### src/rtl/bldc_pkg.sv
// Shared constants, commutation step encoding and gate-request decode for the
// BLDC PWM/commutation generator.
package bldc_pkg;

  localparam int CNT_W_DEF  = 12;
  localparam int DT_CYC_DEF = 8;

  typedef enum logic [2:0] {
    COMM_0     = 3'd0,
    COMM_1     = 3'd1,
    COMM_2     = 3'd2,
    COMM_3     = 3'd3,
    COMM_4     = 3'd4,
    COMM_5     = 3'd5,
    COMM_COAST = 3'd6
  } comm_e;

  typedef struct packed {
    logic ah;
    logic al;
    logic bh;
    logic bl;
    logic ch;
    logic cl;
  } gate_req_t;

  // High side carries the chopped PWM; the low side stays on for the whole step.
  function automatic gate_req_t comm_decode(input logic [2:0] comm,
                                            input logic       pwm,
                                            input logic       en);
    gate_req_t r;
    r = '0;
    case (comm_e'(comm))
      COMM_0:  begin r.ah = pwm; r.bl = en; end
      COMM_1:  begin r.ah = pwm; r.cl = en; end
      COMM_2:  begin r.bh = pwm; r.cl = en; end
      COMM_3:  begin r.bh = pwm; r.al = en; end
      COMM_4:  begin r.ch = pwm; r.al = en; end
      COMM_5:  begin r.ch = pwm; r.bl = en; end
      default: r = '0;
    endcase
    return r;
  endfunction

endpackage

### src/rtl/bldc_pwm_comm_if.sv
// Register-block to gate-driver bundle for the PWM/commutation generator.
interface bldc_pwm_comm_if #(
  parameter int CNT_W = bldc_pkg::CNT_W_DEF
);
  logic             pwm_en_i;
  logic             adc_en_i;
  logic [CNT_W-1:0] pwm_period_i;
  logic [CNT_W-1:0] pwm_duty_i;
  logic [2:0]       comm_i;

  logic             ah_o;
  logic             al_o;
  logic             bh_o;
  logic             bl_o;
  logic             ch_o;
  logic             cl_o;
  logic             adc_trig_o;
  logic             pwm_cycle_o;

  modport master (
    output pwm_en_i, adc_en_i, pwm_period_i, pwm_duty_i, comm_i,
    input  ah_o, al_o, bh_o, bl_o, ch_o, cl_o, adc_trig_o, pwm_cycle_o
  );

  modport slave (
    input  pwm_en_i, adc_en_i, pwm_period_i, pwm_duty_i, comm_i,
    output ah_o, al_o, bh_o, bl_o, ch_o, cl_o, adc_trig_o, pwm_cycle_o
  );
endinterface

### src/rtl/bldc_deadtime.sv
// Per-phase dead-time insertion and shoot-through interlock between the high
// and low gate of one half-bridge.
module bldc_deadtime
  import bldc_pkg::*;
#(
  parameter int DT_CYC = DT_CYC_DEF
) (
  input  logic clk,
  input  logic rst_n,
  input  logic hi_req,
  input  logic lo_req,
  output logic hi_o,
  output logic lo_o
);

  localparam int              DT_W   = $clog2(DT_CYC + 2);
  localparam logic [DT_W-1:0] DT_MAX = DT_W'(DT_CYC);

  logic [DT_W-1:0] hi_cnt_q, hi_cnt_d;
  logic [DT_W-1:0] lo_cnt_q, lo_cnt_d;
  logic            hi_q, hi_d;
  logic            lo_q, lo_d;
  logic            hi_run, lo_run;

  // A gate may only time its dead gap while the partner gate is already off;
  // conflicting requests leave both gates off.
  always_comb begin
    hi_run   = hi_req && !lo_req && !lo_q;
    lo_run   = lo_req && !hi_req && !hi_q;
    hi_cnt_d = '0;
    lo_cnt_d = '0;
    if (hi_run) hi_cnt_d = (hi_cnt_q == DT_MAX) ? hi_cnt_q : hi_cnt_q + DT_W'(1);
    if (lo_run) lo_cnt_d = (lo_cnt_q == DT_MAX) ? lo_cnt_q : lo_cnt_q + DT_W'(1);
    hi_d     = hi_run && (hi_cnt_q == DT_MAX);
    lo_d     = lo_run && (lo_cnt_q == DT_MAX);
  end

  always_ff @(posedge clk or negedge rst_n) begin
    if (!rst_n) begin
      hi_cnt_q <= '0;
      lo_cnt_q <= '0;
      hi_q     <= 1'b0;
      lo_q     <= 1'b0;
    end else begin
      hi_cnt_q <= hi_cnt_d;
      lo_cnt_q <= lo_cnt_d;
      hi_q     <= hi_d;
      lo_q     <= lo_d;
    end
  end

  assign hi_o = hi_q;
  assign lo_o = lo_q;

endmodule

### src/rtl/bldc_pwm_comm.sv
// Six-gate BLDC PWM/commutation generator: period counter with shadowed
// settings, commutation decode, per-phase dead-time and ADC/cycle pulses.
module bldc_pwm_comm
  import bldc_pkg::*;
#(
  parameter int CNT_W  = CNT_W_DEF,
  parameter int DT_CYC = DT_CYC_DEF
) (
  input  logic             clk,
  input  logic             rst_n,
  bldc_pwm_comm_if.slave   bus
);

  logic [CNT_W-1:0] cnt_q, cnt_d;
  logic [CNT_W-1:0] per_sh_q, per_sh_d;
  logic [CNT_W-1:0] duty_sh_q, duty_sh_d;
  logic [2:0]       comm_sh_q, comm_sh_d;
  logic             cyc_q, cyc_d;
  logic             trig_q, trig_d;
  logic             wrap;
  logic             load;
  logic             pwm;
  gate_req_t        req;

  // Settings are sampled only while idle or at the period boundary, so a
  // mid-period register write never distorts the running period.
  always_comb begin
    wrap      = bus.pwm_en_i && (cnt_q == per_sh_q);
    load      = !bus.pwm_en_i || wrap;
    cnt_d     = load ? '0 : cnt_q + CNT_W'(1);
    per_sh_d  = load ? bus.pwm_period_i : per_sh_q;
    duty_sh_d = load ? bus.pwm_duty_i   : duty_sh_q;
    comm_sh_d = load ? bus.comm_i       : comm_sh_q;
    pwm       = bus.pwm_en_i && (cnt_q < duty_sh_q);
    req       = comm_decode(comm_sh_q, pwm, bus.pwm_en_i);
    cyc_d     = wrap;
    trig_d    = bus.pwm_en_i && bus.adc_en_i && (duty_sh_q != '0)
                && (cnt_q == (duty_sh_q >> 1));
  end

  always_ff @(posedge clk or negedge rst_n) begin
    if (!rst_n) begin
      cnt_q     <= '0;
      per_sh_q  <= '0;
      duty_sh_q <= '0;
      comm_sh_q <= '0;
      cyc_q     <= 1'b0;
      trig_q    <= 1'b0;
    end else begin
      cnt_q     <= cnt_d;
      per_sh_q  <= per_sh_d;
      duty_sh_q <= duty_sh_d;
      comm_sh_q <= comm_sh_d;
      cyc_q     <= cyc_d;
      trig_q    <= trig_d;
    end
  end

  bldc_deadtime #(.DT_CYC(DT_CYC)) u_dt_a (
    .clk    (clk),
    .rst_n  (rst_n),
    .hi_req (req.ah),
    .lo_req (req.al),
    .hi_o   (bus.ah_o),
    .lo_o   (bus.al_o)
  );

  bldc_deadtime #(.DT_CYC(DT_CYC)) u_dt_b (
    .clk    (clk),
    .rst_n  (rst_n),
    .hi_req (req.bh),
    .lo_req (req.bl),
    .hi_o   (bus.bh_o),
    .lo_o   (bus.bl_o)
  );

  bldc_deadtime #(.DT_CYC(DT_CYC)) u_dt_c (
    .clk    (clk),
    .rst_n  (rst_n),
    .hi_req (req.ch),
    .lo_req (req.cl),
    .hi_o   (bus.ch_o),
    .lo_o   (bus.cl_o)
  );

  assign bus.adc_trig_o  = trig_q;
  assign bus.pwm_cycle_o = cyc_q;

endmodule

### src/flat_wrapper.sv
// flat-port wrapper written by rule: the top's interface ports become plain ports
module bldc_pwm_comm_flat import bldc_pkg::*;
#(
  parameter int CNT_W  = CNT_W_DEF,
  parameter int DT_CYC = DT_CYC_DEF
)
  (clk, rst_n, bus_pwm_en_i, bus_adc_en_i, bus_pwm_period_i, bus_pwm_duty_i, bus_comm_i, bus_ah_o, bus_al_o, bus_bh_o, bus_bl_o, bus_ch_o, bus_cl_o, bus_adc_trig_o, bus_pwm_cycle_o);
  bldc_pwm_comm_if #(.CNT_W(CNT_W)) bus_i ();
  input  logic clk;
  input  logic rst_n;
  input wire logic [$bits(bus_i.pwm_en_i)-1:0] bus_pwm_en_i;
  input wire logic [$bits(bus_i.adc_en_i)-1:0] bus_adc_en_i;
  input wire logic [$bits(bus_i.pwm_period_i)-1:0] bus_pwm_period_i;
  input wire logic [$bits(bus_i.pwm_duty_i)-1:0] bus_pwm_duty_i;
  input wire logic [$bits(bus_i.comm_i)-1:0] bus_comm_i;
  output wire logic [$bits(bus_i.ah_o)-1:0] bus_ah_o;
  output wire logic [$bits(bus_i.al_o)-1:0] bus_al_o;
  output wire logic [$bits(bus_i.bh_o)-1:0] bus_bh_o;
  output wire logic [$bits(bus_i.bl_o)-1:0] bus_bl_o;
  output wire logic [$bits(bus_i.ch_o)-1:0] bus_ch_o;
  output wire logic [$bits(bus_i.cl_o)-1:0] bus_cl_o;
  output wire logic [$bits(bus_i.adc_trig_o)-1:0] bus_adc_trig_o;
  output wire logic [$bits(bus_i.pwm_cycle_o)-1:0] bus_pwm_cycle_o;
  assign bus_i.pwm_en_i = bus_pwm_en_i;
  assign bus_i.adc_en_i = bus_adc_en_i;
  assign bus_i.pwm_period_i = bus_pwm_period_i;
  assign bus_i.pwm_duty_i = bus_pwm_duty_i;
  assign bus_i.comm_i = bus_comm_i;
  assign bus_ah_o = bus_i.ah_o;
  assign bus_al_o = bus_i.al_o;
  assign bus_bh_o = bus_i.bh_o;
  assign bus_bl_o = bus_i.bl_o;
  assign bus_ch_o = bus_i.ch_o;
  assign bus_cl_o = bus_i.cl_o;
  assign bus_adc_trig_o = bus_i.adc_trig_o;
  assign bus_pwm_cycle_o = bus_i.pwm_cycle_o;
  bldc_pwm_comm #(.CNT_W(CNT_W), .DT_CYC(DT_CYC)) u_core (.clk(clk), .rst_n(rst_n), .bus(bus_i));
endmodule
### config.mk
export PLATFORM = sky130hd
export DESIGN_NAME = bldc_pwm_comm_flat
export DESIGN_NICKNAME = d
export VERILOG_FILES = /design/src/rtl/bldc_pkg.sv /design/src/rtl/bldc_pwm_comm_if.sv /design/src/rtl/bldc_deadtime.sv /design/src/rtl/bldc_pwm_comm.sv /design/src/flat_wrapper.sv
export SDC_FILE = /design/constraint.sdc
export NUM_CORES = 1
export LEC_CHECK = 0
export CORE_MARGIN = 1
export CORE_UTILIZATION = 60
export CTS_BUF_LIST = sky130_fd_sc_hd__clkbuf_4 sky130_fd_sc_hd__clkbuf_8
export CTS_CLUSTER_DIAMETER = 150
export DETAILED_ROUTE_END_ITERATION = 12
export GPL_ROUTABILITY_DRIVEN = 0
export GPL_TIMING_DRIVEN = 0
export PLACE_DENSITY = 0.83
export SYNTH_ARGS = -nofsm -noshare
export SYNTH_HDL_FRONTEND = slang
export SYNTH_HIERARCHICAL = 1
export SYNTH_SLANG_ARGS = --single-unit
export TNS_END_PERCENT = 5
### constraint.sdc
create_clock -name clk -period 4.3 [get_ports clk]
set_clock_uncertainty 0.15 [all_clocks]
set_input_delay 0.645 -clock clk [delete_from_list [all_inputs] [get_ports clk]]
set_output_delay 0.645 -clock clk [all_outputs]
set_load 0.01 [all_outputs]
**Word-level counts from Yosys, hierarchy flattened**

Cells that the tools add are included.

- Reduce and logical (&&, ||, !) cells: 45
- $lt $le $gt $ge: 1
- Muxes and demuxes: 19
- Equality and inequality tests: 19
- Add/sub/neg operators: 7

Operators with widths:

| kind | count |
|---|---|
| $mux W4 | 12 |
| $add A4 B1 Y4 const B | 6 |
| $eq A4 B4 Y1 const B | 6 |
| $logic_and A1 B1 Y1 | 23 |
| $logic_not A1 Y1 | 13 |
| $add A12 B1 Y12 const B | 1 |
| $eq A12 B11 Y1 | 1 |
| $eq A12 B12 Y1 | 1 |
| $lt A12 B12 Y1 | 1 |
| $mux W12 | 1 |
| $ne A2 B2 Y1 const B | 6 |
| $reduce_bool A12 Y1 | 1 |
| $reduce_or A2 Y1 | 6 |
| $eq A3 B2 Y1 const B | 2 |
| $eq A3 B3 Y1 const B | 2 |
| $mux W1 | 6 |
| $eq A3 B1 Y1 const B | 1 |
| $logic_not A3 Y1 | 1 |
| $logic_or A1 B1 Y1 | 1 |

- Bits in registers: 71
- Output and inout bits: 8
- Input bits: 31

**Depth between registers and ports, before layout**

Gate-level depths: netlist of run 1.

- Word-level depth: 7
- Depth in mapped cells: 8
- Depth with buffers taken out: 8

**By module**

Netlist of run 1, hierarchy kept.

Modules (own cells, without submodules):

| module | seq. area each (um2) | cells each | instances | area an instance (um2) |
|---|---|---|---|---|
| bldc_pwm_comm | 1026.0 | 209 | 1 | 2417.3 |
| bldc_deadtime | 250.2 | 47 | 3 | 493.0 |

**Worst setup path before layout of run 1**

No wires, ideal clock.

- Path type: register -> register
- Start: register u_core.cnt_q[10]
- End: register u_core.u_dt_a.lo_q, in the netlist u_core/u_dt_a/lo_o
- Stages on the path, launching flop included: 8
- Arrival: 1879 ps
- Setup slack: 2149 ps
- Buffers on the path: 0
- Required time: 4028 ps
- Library setup time: 122 ps
- Path through: dfrtp_1 -> ha_1 -> a21o_1 -> nand2_1 -> o2111ai_1 -> a2111oi_0 -> or3b_4 -> nor2_1

RTL lines:

| element | RTL line | text |
|---|---|---|
| start, declared | bldc_pwm_comm.sv:14 | `logic [CNT_W-1:0] cnt_q, cnt_d;` |
| start signal, assigned | bldc_pwm_comm.sv:50 | `cnt_q <= cnt_d;` |
| end signal, assigned | bldc_deadtime.sv:48 | `lo_q <= lo_d;` |
| end, declared | bldc_deadtime.sv:22 | `logic lo_q, lo_d;` |

==> flow_metrics.env, run 1 <==
export IMPL_drive_above_1_share_pct=15.3
export IMPL_antenna_found_initial=0
export IMPL_grt_pass1_vias=2557
export IMPL_slowest_stage="a2111oi_0"
export IMPL_core_area_mm2=0.00610
export IMPL_final_cell_mix="dfrtp_1, nor2_1, clkdlybuf4s50_1"
export IMPL_syn_instance_count=350
export IMPL_synth_seq_cells=71
export IMPL_yosysSeqAreaShare_pct=45.6
export IMPL_final_util_pct=74.7
export IMPL_tightestPinTransition_ns=0.866
export IMPL_rr_endpoint="u_core/u_dt_b/hi_cnt_q[2]"
export IMPL_cts_hold_buf=0
export IMPL_wl_um=7160
export IMPL_worstSkewPairLatency_ns=0.34
export IMPL_synth_warnings=6
export IMPL_placed_cells=463
export IMPL_firstDrtPassIters=4
export IMPL_floorplan_initialDensity_pct=63.9
export IMPL_period_share_pct=61.5
export IMPL_fp_dieArea_mm2=0.00682
export IMPL_cts_sinks=71
export IMPL_reg2regPathDepth=7
export IMPL_rsz0062_at_grt="false"
export IMPL_fin_cells=479
export IMPL_ios=39
export IMPL_path_clk_slew_ns=0.07
export IMPL_min_period_ns=2.65
export IMPL_vias=2612
export IMPL_r2r_start="u_core/cnt_q[10]"
export IMPL_total_leakage_power_nw=2.07
export IMPL_drt_iter0_drc=88
export IMPL_gr_usage_all_layers_pct=23.9
export IMPL_grt_max_degree=72
export IMPL_numCtsBuffers=9
export IMPL_slew_headroom_pct=42.2
export IMPL_start_kind="input port"
export IMPL_worstPathCellList="clkdlybuf4s50_1, inv_1, nor2_1, o2111ai_1, a2111oi_0, nand2_1, a21oi_1"
export IMPL_finalNetCount=454
export IMPL_fp_dieH_um=82.6
export IMPL_slowest_delay_ns=0.60
export IMPL_finalSetupTns_ns=0
export IMPL_multi_input_area_mm2=0.00193
export IMPL_h_tree_depth=3
export IMPL_cp_end_kind="flop"
export IMPL_max_cap_violations=0
export IMPL_powerDensity_mw_per_mm2=314
export IMPL_drv_slew=0
export IMPL_ctsResizeCount=0
export IMPL_hold_path_class="in -> async"
export IMPL_vdd_ir_drop_max_mv=0.286
export IMPL_antenna_cells=0
export IMPL_syn_area_mm2=0.00390
export IMPL_grt_pass1_wl_um=11800
export IMPL_grt_ovfl_total=0
export IMPL_regToRegSetupSlack_ns=1.75
export IMPL_outcome="finished, final reports clean"
export IMPL_cts_root_buf="clkbuf_8"
export IMPL_routedWlPerCell_um=14.9
export IMPL_fmax_mhz=378
export IMPL_via_per_inst=5.45
export IMPL_synth_async_sr_flop_share_pct=100
export IMPL_cts_setup_buffers=0
export IMPL_cts_tree="yes"
export IMPL_setup_violations=0
export IMPL_drc_errors=0
export IMPL_postSynthAreaPerCell_um2=11.1
export IMPL_io_buffers=38
export IMPL_die_x_um=82.6
export IMPL_ys_flop_type="dfrtp_1"
export IMPL_cp_data_arrival_time_ns=2.76
export IMPL_area_growth_pct=16.8
export IMPL_hpwl_um=5260
export IMPL_synth_distinct_cells=32
export IMPL_finalHoldViolCount=0
export IMPL_crit_required_ns=4.41
export IMPL_cts_buffer_depth=2
export IMPL_synth_edf_count=0
export IMPL_path_class="in -> reg"
export IMPL_rows=28
export IMPL_path_max_fanout=5
export IMPL_num_fill_cells=438
export IMPL_ant_nets=0
export IMPL_seq_area_mm2=0.00178
export IMPL_synth_net_count=405
export IMPL_layout_commonest_cell="dfrtp_1"
==> worst max-delay path: cells and delay by family <==
family	cells	cell delay, ns
AO/OA/AOI/OAI	3	0.96
buffers and inverters	2	0.73
AND/OR/NAND/NOR	2	0.41
==> cell families (layout without fill, tap and decap cells) <==
group,Yosys count,count (layout),synth area share (%)
compound gates,21,21,4.01
xor+xnor,46,46,10.3
fa+ha+maj,24,24,7.71
buf+inv,37,91,4.95
flops,71,71,45.6
mux,33,33,11.9
simple gates,118,118,15.4
==> stage by stage <==
| stage | power [mW] | area (µm²) | setup WS [ns] | hold slack [ns] |
|---|---|---|---|---|
| 2_1_floorplan | 0.877 | 3900 | 2.15 | 0.199 |
| 3_3_place_gp | 0.943 | 4370 | 0.0915 | 0.373 |
| 3_5_place_dp | 0.952 | 4370 | 1.28 | 0.373 |
| 4_1_cts | 1.45 | 4550 | 1.63 | 0.295 |
| 5_1_grt | 1.50 | 4550 | 1.34 | 0.347 |
| 6_report | 1.43 | 4550 | 1.65 | 0.261 |
==> metal layers <==
metal  global-route usage (%)  share of wire (%)  vias up
met3                     6.81                3.7        8
met2                     38.4                 48       49
met1                     30.7                 47     1271
met4                     9.14                1.2        0
li1                         -                  -     1284
met5                        0                  0        -
==> flip-flops by register name, indices dropped and copies added, names as in the netlist, 4 cells and up <==
| signal | count |
|---|---|
| u_core/cnt_q | 12 |
| u_core/duty_sh_q | 12 |
| u_core/per_sh_q | 12 |
| u_core/u_dt_a/hi_cnt_q | 4 |
| u_core/u_dt_a/lo_cnt_q | 4 |
| u_core/u_dt_b/hi_cnt_q | 4 |
| u_core/u_dt_b/lo_cnt_q | 4 |
| u_core/u_dt_c/hi_cnt_q | 4 |
| u_core/u_dt_c/lo_cnt_q | 4 |
==> where the power goes <==
part           internal (mW)  switching, mW
Sequential             0.701         0.0399
Clock                  0.252          0.239
Combinational          0.113         0.0846
==> synth_stat cells, drive strengths merged, types with 2 or more instances <==
cell | count | share of area [%]
nand2b | 7 | 1.1
nand3b | 13 | 2.5
nor4 | 4 | 0.64
nand3 | 10 | 1.3
nand4 | 11 | 1.8
inv | 26 | 2.5
mux2 | 27 | 10
buf | 11 | 2.4
o21ai | 2 | 0.26
xor2 | 13 | 2.9
mux2i | 6 | 1.5
ha | 24 | 7.7
a2111oi | 2 | 0.45
nor2 | 43 | 4.1
and3 | 2 | 0.32
nand2 | 17 | 1.6
or3b | 3 | 0.87
dfrtp | 71 | 46
o2111ai | 2 | 0.45
a21oi | 10 | 1.6
nor3 | 6 | 0.77
xnor2 | 33 | 7.4
==> area by class of cell <==
class,instances,area share (%)
multi-input combinational,242,42.3
sequential,71,39.0
timing repair buffer,38,8.30
clock buffer,13,3.66
inverter,26,2.14
buffer,11,2.09
tap,75,2.06
clock inverter,3,0.385
==> how the worst max path moves through the flow <==
| stage | start | end | slack [ns] | cells past startpoint |
|---|---|---|---|---|
| 6_report | bus_pwm_en_i | u_core/u_dt_b/hi_cnt_q[2] | 1.65 | 7 |
| 3_3_place_gp | rst_n | u_core/u_dt_c/lo_cnt_q[3] | 0.09 | 1 |
| 5_1_grt | bus_pwm_en_i | u_core/u_dt_b/hi_cnt_q[1] | 1.34 | 7 |
| 3_5_place_dp | bus_pwm_en_i | u_core/u_dt_a/hi_cnt_q[2] | 1.28 | 7 |
| 4_1_cts | bus_pwm_en_i | u_core/u_dt_b/hi_cnt_q[2] | 1.63 | 7 |
| 2_1_floorplan | u_core/cnt_q[10] | u_core/u_dt_a/lo_o | 2.15 | 7 |
(Power assumes the default switching activity.)
==> run 2: changes to the inputs <==
Settings changed: CORE_UTILIZATION 60 to 53, PLACE_DENSITY 0.83 to 0.78.
Clock period 4.3 ns to 2.4 ns, I/O delays scaled along.
==> run 2 against run 1 <==
Against the previous run:
- the flow now finishes with violations (hold timing)
- cell count increased by 3.5%
- hold slack got worse by 0.29 ns
- via count decreased by 0.11%
- register-to-register slack got worse by 1.7 ns
- total power increased by 76%
- combinational power increased by 85%
- sequential power increased by 79%
- first-iteration DRC count increased by 13%
- die area increased by 13%
==> flow_metrics.env, run 2 (same netlist as run 1, synthesis figures left out) <==
export IMPL_outcome="finished, violations left"
export IMPL_violations="hold timing"
export IMPL_path_max_fanout=5
export IMPL_hpwl_um=5000
export IMPL_num_fill_cells=543
export IMPL_fmax_mhz=422
export IMPL_crit_required_ns=2.51
export IMPL_biggestRegsByFlops="u_core/cnt_q: 12 flops, u_core/duty_sh_q: 12 flops, u_core/per_sh_q: 12 flops"
export IMPL_worstSkewPairLatency_ns=0.34
export IMPL_powerDensity_mw_per_mm2=545
export IMPL_cts_buffer_depth=2
export IMPL_firstDrtPassIters=4
export IMPL_drc_errors=0
export IMPL_seq_power_share_pct=52.9
export IMPL_tightestPinTransition_ns=0.883
export IMPL_swShare_pct=25.4
export IMPL_drive_above_1_share_pct=16.0
export IMPL_numCtsBuffers=9
export IMPL_path_class="reg -> reg"
export IMPL_hold_path_class="in -> async"
export IMPL_gr_usage_all_layers_pct=20.6
export IMPL_drt_iter0_drc=99
export IMPL_finalNetCount=454
export IMPL_ant_nets=0
export IMPL_cts_root_buf="clkbuf_8"
export IMPL_grt_ovfl_total=0
export IMPL_final_cell_mix="dfrtp_1, nor2_1, clkdlybuf4s50_1"
export IMPL_power_total_mw=2.51
export IMPL_finalHoldViolCount=11
export IMPL_met1Wirelength_um=3460
export IMPL_reg2regPathDepth=8
export IMPL_rsz0062_at_grt="true"
export IMPL_path_clk_slew_ns=0.07
export IMPL_max_cap_violations=0
export IMPL_die_x_um=87.7
export IMPL_ios=39
export IMPL_antenna_found_initial=0
export IMPL_wl_met3_um=260
export IMPL_core_area_mm2=0.00694
export IMPL_layout_commonest_cell="dfrtp_1"
export IMPL_grt_max_degree=72
export IMPL_grt_pass1_wl_um=11900
export IMPL_top_layer_used="met4"
export IMPL_cp_data_arrival_time_ns=2.48
export IMPL_via_per_inst=5.26
export IMPL_grt_pass1_vias=2584
export IMPL_p_sw_uw=638
export IMPL_pre_cts_ws_ns=-0.501
export IMPL_cp_end_kind="flop"
export IMPL_intPower_mw=1.87
export IMPL_cts_tree="yes"
export IMPL_wl_met2_um=3190
export IMPL_total_leakage_power_nw=2.07
export IMPL_slew_headroom_pct=41.2
export IMPL_floorplan_initialDensity_pct=56.1
export IMPL_wl_um=7070
export IMPL_setup_violations=0
export IMPL_cts_sinks=71
export IMPL_h_tree_depth=3
export IMPL_pwr_share_clk_pct=32.4
export IMPL_start_kind="flop"
export IMPL_vdd_ir_drop_max_mv=0.291
export IMPL_period_share_pct=98.7
export IMPL_holdWs_ns=-0.0272
export IMPL_rows=30
export IMPL_fp_dieArea_mm2=0.00770
export IMPL_min_period_ns=2.37
export IMPL_power_frac_comb_pct=14.6
export IMPL_cts_setup_buffers=0
export IMPL_fp_dieH_um=87.7
export IMPL_area_growth_pct=18.1
export IMPL_antenna_cells=0
export IMPL_vias=2609
export IMPL_drv_slew=0
export IMPL_setup_slack_ns=0.0314
export IMPL_io_buffers=38
export IMPL_routedWlPerCell_um=14.3
[run 2: cell types whose count changed in the layout (fill, tap and decap cells not counted), sizes merged]
| cell | previous run | this run |
|---|---|---|
| clkinv | 2 | 0 |
| clkbuf | 13 | 11 |
[run 2: cell type report]
type	instances	area, µm²	area share (%)
multi-input combinational	242	1980	42.9
sequential	71	1780	38.6
timing repair buffer	38	378	8.21
clock buffer	11	151	3.29
tap	96	120	2.61
inverter	26	97.6	2.12
buffer	11	95.1	2.07
clock inverter	1	7.51	0.163
[run 2: path summary, 6_finish.rpt]
check / start / end / slack, ns
setup / recovery: u_core/duty_sh_q[6] / u_core/u_dt_b/lo_cnt_q[2] / 0.03
hold / removal: rst_n / u_core/per_sh_q[1] / -0.03
setup reg to reg: u_core/duty_sh_q[6] / u_core/u_dt_b/lo_cnt_q[2] / 0.03
hold reg to reg: u_core/per_sh_q[2] / u_core/per_sh_q[2] / 0.39
max in group asynchronous: rst_n / u_core/duty_sh_q[4] / 1.52
min in group clk: u_core/per_sh_q[2] / u_core/per_sh_q[2] / 0.39
[run 2: routing by layer]
| metal | up-vias | GRT usage (%) |
|---|---|---|
| li1 | 1278 | - |
| met1 | 1267 | 28.0 |
| met2 | 50 | 31.1 |
| met3 | 14 | 4.43 |
| met4 | 0 | 10.7 |
| met5 | - | 0 |
[run 2: what timing repair did]
item / in CTS / in global routing
pin swaps: 1 / 0
resized for setup: 6 / 5
setup endpoints to repair: 20 / 27
hold buffers: 0 / 0
hold endpoints to repair: 0 / 0
[run 2: power by group through the flow]
stage	logic [mW]	registers, mW	clock network [mW]
after floorplan	0.242	1.33	0
after global placement	0.345	1.35	0
after detailed placement	0.357	1.35	0
after CTS	0.363	1.33	0.836
after global routing	0.405	1.34	0.893
final	0.367	1.33	0.814
[run 2: worst max-delay path: stages, from the launching register on]
cell       delay, ns
dfrtp_1         0.44
inv_1           0.08
ha_1            0.27
nand2_1         0.10
o21a_1          0.22
o2111ai_2       0.33
a2111oi_4       0.11
or3b_4          0.46
a21oi_2         0.13
[run 2: through the flow]
step / instances / instance area [µm²] / hold slack (ns) / setup TNS, ns / util, %
after global routing: 496 / 4600 / 0.0501 / -0.775 / 66.3
after CTS: 496 / 4580 / 0.0117 / 0 / 65.9
after global placement: 484 / 4400 / 0.373 / -114.00 / 63.3
final: 496 / 4600 / -0.0272 / 0 / 66.3
after detailed placement: 484 / 4390 / 0.370 / -8.74 / 63.3
after floorplan: 350 / 3900 / -0.0856 / 0 / -
